--- src/rtl/nextasic_pkg.sv ---
// nextasic_pkg: shared packet width, transmitter state encoding and default gap length.
package nextasic_pkg;
    localparam int PKT_W = 40;
    localparam int DEF_IDLE_GAP = 4;
    typedef enum logic [1:0] {IDLE, START, DATA, GAP} tx_state_t;
endpackage

--- src/rtl/mon_pkt_fifo.sv ---
// mon_pkt_fifo: power-of-two packet FIFO with registered occupancy count.
module mon_pkt_fifo import nextasic_pkg::*; #(
    parameter int W = PKT_W,
    parameter int DEPTH = 4
) (
    input  logic                     mon_clk,
    input  logic                     reset,
    input  logic                     push,
    input  logic                     pop,
    input  logic [W-1:0]             din,
    output logic [W-1:0]             dout,
    output logic                     full,
    output logic                     empty,
    output logic [$clog2(DEPTH):0]   count
);
    localparam int AW = $clog2(DEPTH);
    localparam int CW = AW + 1;
    localparam logic [CW-1:0] FULL_CNT = CW'(DEPTH);
    logic [W-1:0] mem [DEPTH];
    logic [AW-1:0] wr_ptr, rd_ptr;
    logic do_push, do_pop;
    assign full = count == FULL_CNT;
    assign empty = count == '0;
    assign do_push = push && !full;
    assign do_pop = pop && !empty;
    assign dout = mem[rd_ptr];
    // pointers wrap naturally because DEPTH is a power of two
    always_ff @(posedge mon_clk) begin
        if (reset) begin
            wr_ptr <= '0;
            rd_ptr <= '0;
            count  <= '0;
        end else begin
            if (do_push) mem[wr_ptr] <= din;
            wr_ptr <= wr_ptr + AW'(do_push);
            rd_ptr <= rd_ptr + AW'(do_pop);
            count  <= count + CW'(do_push) - CW'(do_pop);
        end
    end
endmodule

--- src/rtl/to_mon_transmitter.sv ---
// to_mon_transmitter: queues 40-bit packets and sends them serially as start bit, MSB-first data, idle gap.
module to_mon_transmitter import nextasic_pkg::*; #(
    parameter int FIFO_DEPTH = 4,
    parameter int IDLE_GAP = DEF_IDLE_GAP
) (
    input  logic             mon_clk,
    input  logic             reset,
    input  logic [PKT_W-1:0] pkt_data,
    input  logic             pkt_valid,
    output logic             pkt_ready,
    output logic             to_mon,
    output logic             busy,
    output logic             pkt_sent
);
    localparam int CW = $clog2(FIFO_DEPTH) + 1;
    localparam int GW = $clog2(IDLE_GAP + 1);
    localparam logic [CW-1:0] FULL_CNT = CW'(FIFO_DEPTH);
    localparam logic [GW-1:0] GAP_LAST = GW'(IDLE_GAP - 1);
    tx_state_t state, state_n;
    logic [PKT_W-1:0] shreg, head;
    logic [5:0] bit_cnt;
    logic [GW-1:0] gap_cnt;
    logic [CW-1:0] count;
    logic pop, full, empty, last_bit, last_gap;
    mon_pkt_fifo #(.W(PKT_W), .DEPTH(FIFO_DEPTH)) u_fifo (
        .mon_clk(mon_clk),
        .reset(reset),
        .push(pkt_valid && !full),
        .pop(pop),
        .din(pkt_data),
        .dout(head),
        .full(full),
        .empty(empty),
        .count(count)
    );
    assign pkt_ready = count != FULL_CNT;
    assign busy = !empty || state != IDLE;
    assign pkt_sent = last_bit;
    always_comb begin
        last_bit = state == DATA && bit_cnt == 6'd39;
        last_gap = state == GAP && gap_cnt == GAP_LAST;
        pop = (state == IDLE || last_gap) && !empty;
        state_n = pop ? START : state == START ? DATA : last_bit ? GAP : last_gap ? IDLE : state;
    end
    // to_mon follows the next state so the line is fully registered
    always_ff @(posedge mon_clk) begin
        if (reset) begin
            state   <= IDLE;
            shreg   <= '0;
            bit_cnt <= '0;
            gap_cnt <= '0;
            to_mon  <= 1'b1;
        end else begin
            state   <= state_n;
            shreg   <= pop ? head : state_n == DATA ? shreg << 1 : shreg;
            bit_cnt <= state == DATA ? bit_cnt + 6'd1 : '0;
            gap_cnt <= state == GAP ? gap_cnt + GW'(1) : '0;
            to_mon  <= state_n == START ? 1'b0 : state_n == DATA ? shreg[PKT_W-1] : 1'b1;
        end
    end
endmodule

--- config.mk ---
export PLATFORM = sky130hd
export DESIGN_NAME = to_mon_transmitter
export DESIGN_NICKNAME = d
export VERILOG_FILES = /design/src/rtl/nextasic_pkg.sv /design/src/rtl/mon_pkt_fifo.sv /design/src/rtl/to_mon_transmitter.sv
export SDC_FILE = /design/constraint.sdc
export NUM_CORES = 1
export LEC_CHECK = 0
export CORE_MARGIN = 3
export CORE_UTILIZATION = 59
export CTS_BUF_LIST = sky130_fd_sc_hd__clkbuf_16
export DETAILED_ROUTE_END_ITERATION = 6
export PLACE_DENSITY = 0.89
export SLEW_MARGIN = 20
export SYNTH_ARGS = -nofsm -noshare
export SYNTH_HDL_FRONTEND = slang
export SYNTH_SLANG_ARGS = --single-unit
--- constraint.sdc ---
create_clock -name mon_clk -period 8.58 [get_ports mon_clk]
set_input_delay 2.574 -clock mon_clk [delete_from_list [all_inputs] [get_ports mon_clk]]
set_output_delay 2.574 -clock mon_clk [all_outputs]
set_load 0.05 [all_outputs]
==> impl_metrics.ini, run 1 <==
[grt]
grt_max_degree = 59
antenna_found_initial = 0
grt_pass1_vias = 4999
track_usage_pct = 20.34
grt_pass1_wl_um = 25930
grt_overflow_total = 0

[place]
dp_hpwl_um = 9261
numPortBuffers = 46
gp_congestion = 0.7187

[sta]
report.final.hold_viol_count = 0
setup_tns_ns = 0
holdWs_ns = 0.4461
rsz0062_at_grt = no
slew_violations = 0
tightest_slew_ns = 1.140
max_freq_mhz = 202.7
fin_crit_ns = 4.934
setup_violations = 0
max_slew_margin_pct = 24.00
fin_skew_ns = 0.01702
period_share_pct = 57.51

[routing]
wl_per_cell_um = 20.99
maxUsedRoutingLayer = met4
num_vias = 4762
met3_length_um = 941
avgViaCountPerCell = 6.145
drtIter0Drc = 418
drc = 0
wl_met1_um = 6298
route.met2.wl_um = 8628
dr.pass1.iters = 6
routed_wl_um = 16270
antenna_left = 0

[logic_synthesis]
seq_area_frac_synth_pct = 69.12
synth_fp_nets = 582
syn_area_um2 = 8660
ys_ff_latch = 219
synth.distinct_cells = 38
syn_inst = 533
syn_avg_cell_area_um2 = 16.25
ys_warn_count = 0

[finish]
n_antenna_cell = 0
drive_gt1_share_pct = 22.35
nets = 628
utilization_pct = 70.02
area_growth_pct = 13.99

[pwr]
p_clk_share_pct = 26.4
p_seq_share_pct = 43.2
p_leak_nw = 3.184
p_int_mw = 2.140
switchingPower_mw = 1.032
combPwrFrac_pct = 30.4
ir_drop_mv = 0.1840
switching_share_pct = 32.53
powerDensity_nw_per_um2 = 321.4

[floorplanning]
initial_core_util_pct = 61.43
fp.dieArea_um2 = 16170
core.rowCount = 43
die_w_um = 127.2
io_pins = 47
coreArea_um2 = 14100
die_h_um = 127.2

[cts]
cts_resized = 0
numCtsBuffers = 22
cts_tree = yes
clk_latency_ns = 0.50
path_clk_slew_ns = 0.06
clockBufferDepth = 3
postCtsSetupRepairBufs = 0
cts_root_buf = clkbuf_16
cts_hold_buf = 0
h-tree-depth = 1
cts.sinks = 219

[min_path]
min-delay-path-class = reg2reg

[status]
outcome = complete, no violations

[critical_path]
cp.required_ns = 6.01
cp_max_fo = 4
endpoint_kind = primary output
worstSetupPathType = reg2out
worstPathArrival_ns = 2.36
startpoint_type = flip-flop

[job]
drv_cap = 0
## cells in the mapped netlist, drive strengths merged
cell type  instances  area (um^2)
a211oi            40        490.5
a21o               2        15.01
a21oi             44        239.0
a31o               1        8.760
and4b              1        13.76
buf               28        219.0
clkbuf             8        33.79
dfxtp             59         1181
edfxtp           160         4805
fa                 1        20.02
ha                 5        62.56
inv                6        22.52
mux4              40        900.9
nand2             50        187.7
nand2b             2        12.51
nand3              3        15.01
nor2              55        206.5
nor2b              3        18.77
nor3               3        26.28
nor3b              1        7.510
nor4               3        18.77
nor4b              2        17.52
nor4bb             1        10.01
o2111ai            1        15.01
o21ai              2        10.01
o311ai             1        8.760
or2                2        15.02
xnor2              6        52.55
xor2               3        26.28
## final cells by class
cell class	instances	area, um^2
timing repair buffer	58	565.5
sequential	219	5988
clock buffer	22	550.5
inverter	6	22.52
tap	180	225.2
clock inverter	18	86.33
multi-input combinational	272	2432
fill	830	4225
## routing by layer
layer | track usage, % | vias to the layer above
li1 | - | 2123
met1 | 25.56 | 2400
met2 | 36.61 | 194
met3 | 2.968 | 45
met4 | 6.625 | 0
met5 | 0 | -
## registers in the layout (all words and copies together), names as in the netlist
name,cells
bit_cnt,6
gap_cnt,3
shreg,40
state,2
to_mon,1
u_fifo.count,3
u_fifo.mem,160
u_fifo.rd_ptr,2
u_fifo.wr_ptr,2
## path summary, 6_finish.rpt
check,from,to,slack (ns),cells after the start
worst max-delay path,bit_cnt[0]$_SDFF_PP0_,pkt_sent,3.65,4
worst min-delay path,bit_cnt[0]$_SDFF_PP0_,bit_cnt[0]$_SDFF_PP0_,0.45,1
worst max register to register,u_fifo.count[1]$_SDFF_PP0_,u_fifo.mem[3][21]$_DFFE_PP_,5.85,5
worst min register to register,bit_cnt[0]$_SDFF_PP0_,bit_cnt[0]$_SDFF_PP0_,0.45,1
## layout by cell type, fill, tap and decap left out, types with 2 or more instances in the layout
master           count
a211oi_1             2
nor2_1              55
nor4_1               2
buf_4               11
mux4_2              40
nand2b_1             2
nor3_1               2
clkinv_2             2
a211oi_2            38
nand3_1              3
a21oi_1             41
o21ai_0              2
xor2_1               3
xnor2_1              6
dfxtp_1             57
a21oi_2              2
clkdlybuf4s50_1     45
clkbuf_16           22
nor2b_1              3
inv_1               16
ha_1                 5
nand2_1             50
edfxtp_1           160
a21o_1               2
clkinv_1             3
dfxtp_2              2
nor4b_2              2
## power groups by stage
| stage | combinational [mW] | sequential [mW] | clock (mW) |
|---|---|---|---|
| floorplan | 0.830 | 1.34 | 0 |
| global placement | 0.892 | 1.37 | 0 |
| detailed placement | 0.931 | 1.39 | 0 |
| CTS | 0.945 | 1.37 | 0.853 |
| global route | 1.05 | 1.38 | 0.891 |
| finish | 0.963 | 1.37 | 0.838 |
## critical path, cell delays in order (launching register included)
cell and delay, ns:
dfxtp_1 0.35, ha_1 0.24, nand2_1 0.12, nor4_1 0.30
clkdlybuf4s50_1 0.86
## stage by stage
stage | instances | instance area [um^2] | setup WS, ns | total power [mW]
6_report | 775 | 9871 | 3.646 | 3.172
3_5_place_dp | 734 | 9206 | 3.430 | 2.319
5_1_grt | 775 | 9871 | 3.546 | 3.319
3_3_place_gp | 734 | 9206 | 3.504 | 2.266
2_1_floorplan | 533 | 8660 | 1.062 | 2.175
4_1_cts | 774 | 9843 | 3.639 | 3.167
## logic make-up after synthesis
logic type,share of synthesized area [%]
compound gates,9.088
xor+xnor,0.9103
fa+ha+maj,0.9536
buf+inv,3.179
flops,69.12
mux,10.40
simple gates,6.343
Note: power is estimated with default switching activity, not from simulation.
==> inputs of run 2 (changes only) <==
==> constraint.sdc (replaced) <==
create_clock -name mon_clk -period 5.12 [get_ports mon_clk]
set_input_delay 1.536 -clock mon_clk [delete_from_list [all_inputs] [get_ports mon_clk]]
set_output_delay 1.536 -clock mon_clk [all_outputs]
set_load 0.05 [all_outputs]
==> run 2 against run 1 <==
- via count is 2.2% lower
- clock power rose by 73%
- wire length down 3.2%
- utilization grew 0.11 points
- sequential share of layout area down 0.092 points
- sequential power up 67%
- first-iteration DRC count is 2.2% higher
- cell count shrank 0.26%
- power is 68% higher
- setup slack lost 2.5 ns
- critical endpoint unchanged
- largest power group unchanged
- highest routed layer unchanged
==> impl_metrics.ini, run 2 (synthesis results as in run 1) <==
[routing]
wl_per_cell_um = 20.37
avgViaCountPerCell = 6.027
num_vias = 4659
drtIter0Drc = 427
antenna_left = 0
dr.pass1.iters = 5
drc = 0
routed_wl_um = 15750

[grt]
antenna_found_initial = 0
use_met3_pct = 3.135
grt_pass1_wl_um = 25430
top_usage_layer = met2
track_usage_pct = 19.84
grt_use_met2_pct = 34.53
grt_max_degree = 44
grtUsageMet1_pct = 25.49
grt_pass1_vias = 4946
grt_overflow_total = 0

[place]
post-place-ws_ns = 1.673
gp_congestion = 0.7272
numPortBuffers = 46
dp_hpwl_um = 8709

[critical_path]
reg2reg_from = gap_cnt[1]$_SDFF_PP0_
path_buf_inv = 1
rrSetupSlack_ns = 2.57
cp.required_ns = 3.58
worstReg2RegEnd = u_fifo.count[2]$_SDFF_PP0_
startpoint_type = flip-flop
path_cells = ha_1 -> nand2_1 -> nor4_1 -> clkdlybuf4s50_1
crit_path_top_delay_cell = clkdlybuf4s50_1
cp_max_fo = 4
crit_path_max_incr_delay_ns = 0.85
endpoint_kind = primary output
worstSetupPathType = reg2out
r2r_cells = 12
cp_top_family = buffers and inverters
worstPathArrival_ns = 2.40

[sta]
period_share_pct = 76.93
max_slew_margin_pct = 22.78
slew_violations = 0
tightest_slew_ns = 1.158
report.final.hold_viol_count = 0
fin_crit_ns = 3.939
fin_skew_ns = 0.01175
rsz0062_at_grt = no
setup_violations = 0
max_freq_mhz = 253.9
holdWs_ns = 0.4283
setup_slack_ns = 1.181

[finish]
layout_commonest_cell = edfxtp_1
drive_gt1_share_pct = 22.26
area_growth_pct = 14.16
largest_reg_flops = 160
nets = 626
reg_top3 = u_fifo.mem (160), shreg (40), bit_cnt (6)
top_register = u_fifo.mem
n_antenna_cell = 0
layout_common_cells = 160 x edfxtp_1, 57 x dfxtp_1, 55 x nor2_1

[floorplanning]
core.rowCount = 43
io_pins = 47
die_h_um = 127.2
coreArea_um2 = 14100
die_w_um = 127.2
initial_core_util_pct = 61.43
fp.dieArea_um2 = 16170

[cts]
cts.sinks = 219
h-tree-depth = 1
path_clk_slew_ns = 0.06
cts_resized = 0
numCtsBuffers = 22
cts_tree = yes
postCtsSetupRepairBufs = 0
clk_latency_ns = 0.49
cts_hold_buf = 0
cts_root_buf = clkbuf_16
clockBufferDepth = 3

[min_path]
whs_endpoint = gap_cnt[0]$_SDFF_PP0_
holdCritStartpoint = gap_cnt[0]$_SDFF_PP0_
min-delay-path-class = reg2reg
min_path_cells = 1

[pwr]
powerDensity_nw_per_um2 = 540.3
p_leak_nw = 3.182
ir_drop_mv = 0.3237

[job]
drv_cap = 0

[status]
outcome = complete, no violations
## run 2: cell count changes in the layout (fill, tap and decap cells not counted), sizes merged
cell    change
buf         -2
clkbuf      +2
inv         -2
## run 2: final cells by class
class	instances	area, um^2
Inverter	6	22.52
Fill cell	859	4210
Timing Repair Buffer	56	550.5
Tap cell	180	225.2
Multi-Input combinational cell	272	2432
Sequential cell	219	5988
Clock buffer	24	600.6
Clock inverter	16	66.31
## run 2: power by group
group          switching, mW  internal [mW]
clock network          0.614          0.838
registers              0.161           2.13
logic                  0.925          0.674
## run 2: worst max path at each step
stage                     startpoint                           to  slack, ns  cells past startpoint
2_1_floorplan                  reset   u_fifo.mem[1][0]$_DFFE_PP_      -1.36                      2
3_3_place_gp               pkt_valid  u_fifo.mem[3][28]$_DFFE_PP_       1.74                      4
3_5_place_dp               pkt_valid   u_fifo.count[2]$_SDFF_PP0_       1.67                      9
4_1_cts        bit_cnt[0]$_SDFF_PP0_                     pkt_sent       1.17                      4
5_1_grt        bit_cnt[0]$_SDFF_PP0_                     pkt_sent       1.08                      4
6_report       bit_cnt[0]$_SDFF_PP0_                     pkt_sent       1.18                      4
## run 2: worst register-to-register path, cell delays in order, from the launching register on
cell	delay, ns
dfxtp_1	0.34
ha_1	0.16
ha_1	0.18
nand3_1	0.23
a21o_1	0.25
nor2_1	0.18
a31o_2	0.14
ha_1	0.14
inv_1	0.05
fa_1	0.38
xor2_1	0.18
xnor2_1	0.13
nor2_1	0.05
## run 2: per-layer routing
metal	vias to the layer above	wire [um]
li1	2119	-
met1	2363	6353
met2	145	8229
met3	32	807
met4	0	359
met5	-	0
## run 2: through the flow
stage / cells / utilization, % / TNS, ns / power (mW) / cell area, um^2
floorplan: 533 / - / -191.15 / 3.645 / 8660
global placement: 732 / 65.21 / 0 / 3.792 / 9191
detailed placement: 732 / 65.21 / 0 / 3.869 / 9191
CTS: 772 / 69.94 / 0 / 5.340 / 9858
global route: 773 / 70.13 / 0 / 5.598 / 9886
finish: 773 / 70.13 / 0 / 5.342 / 9886
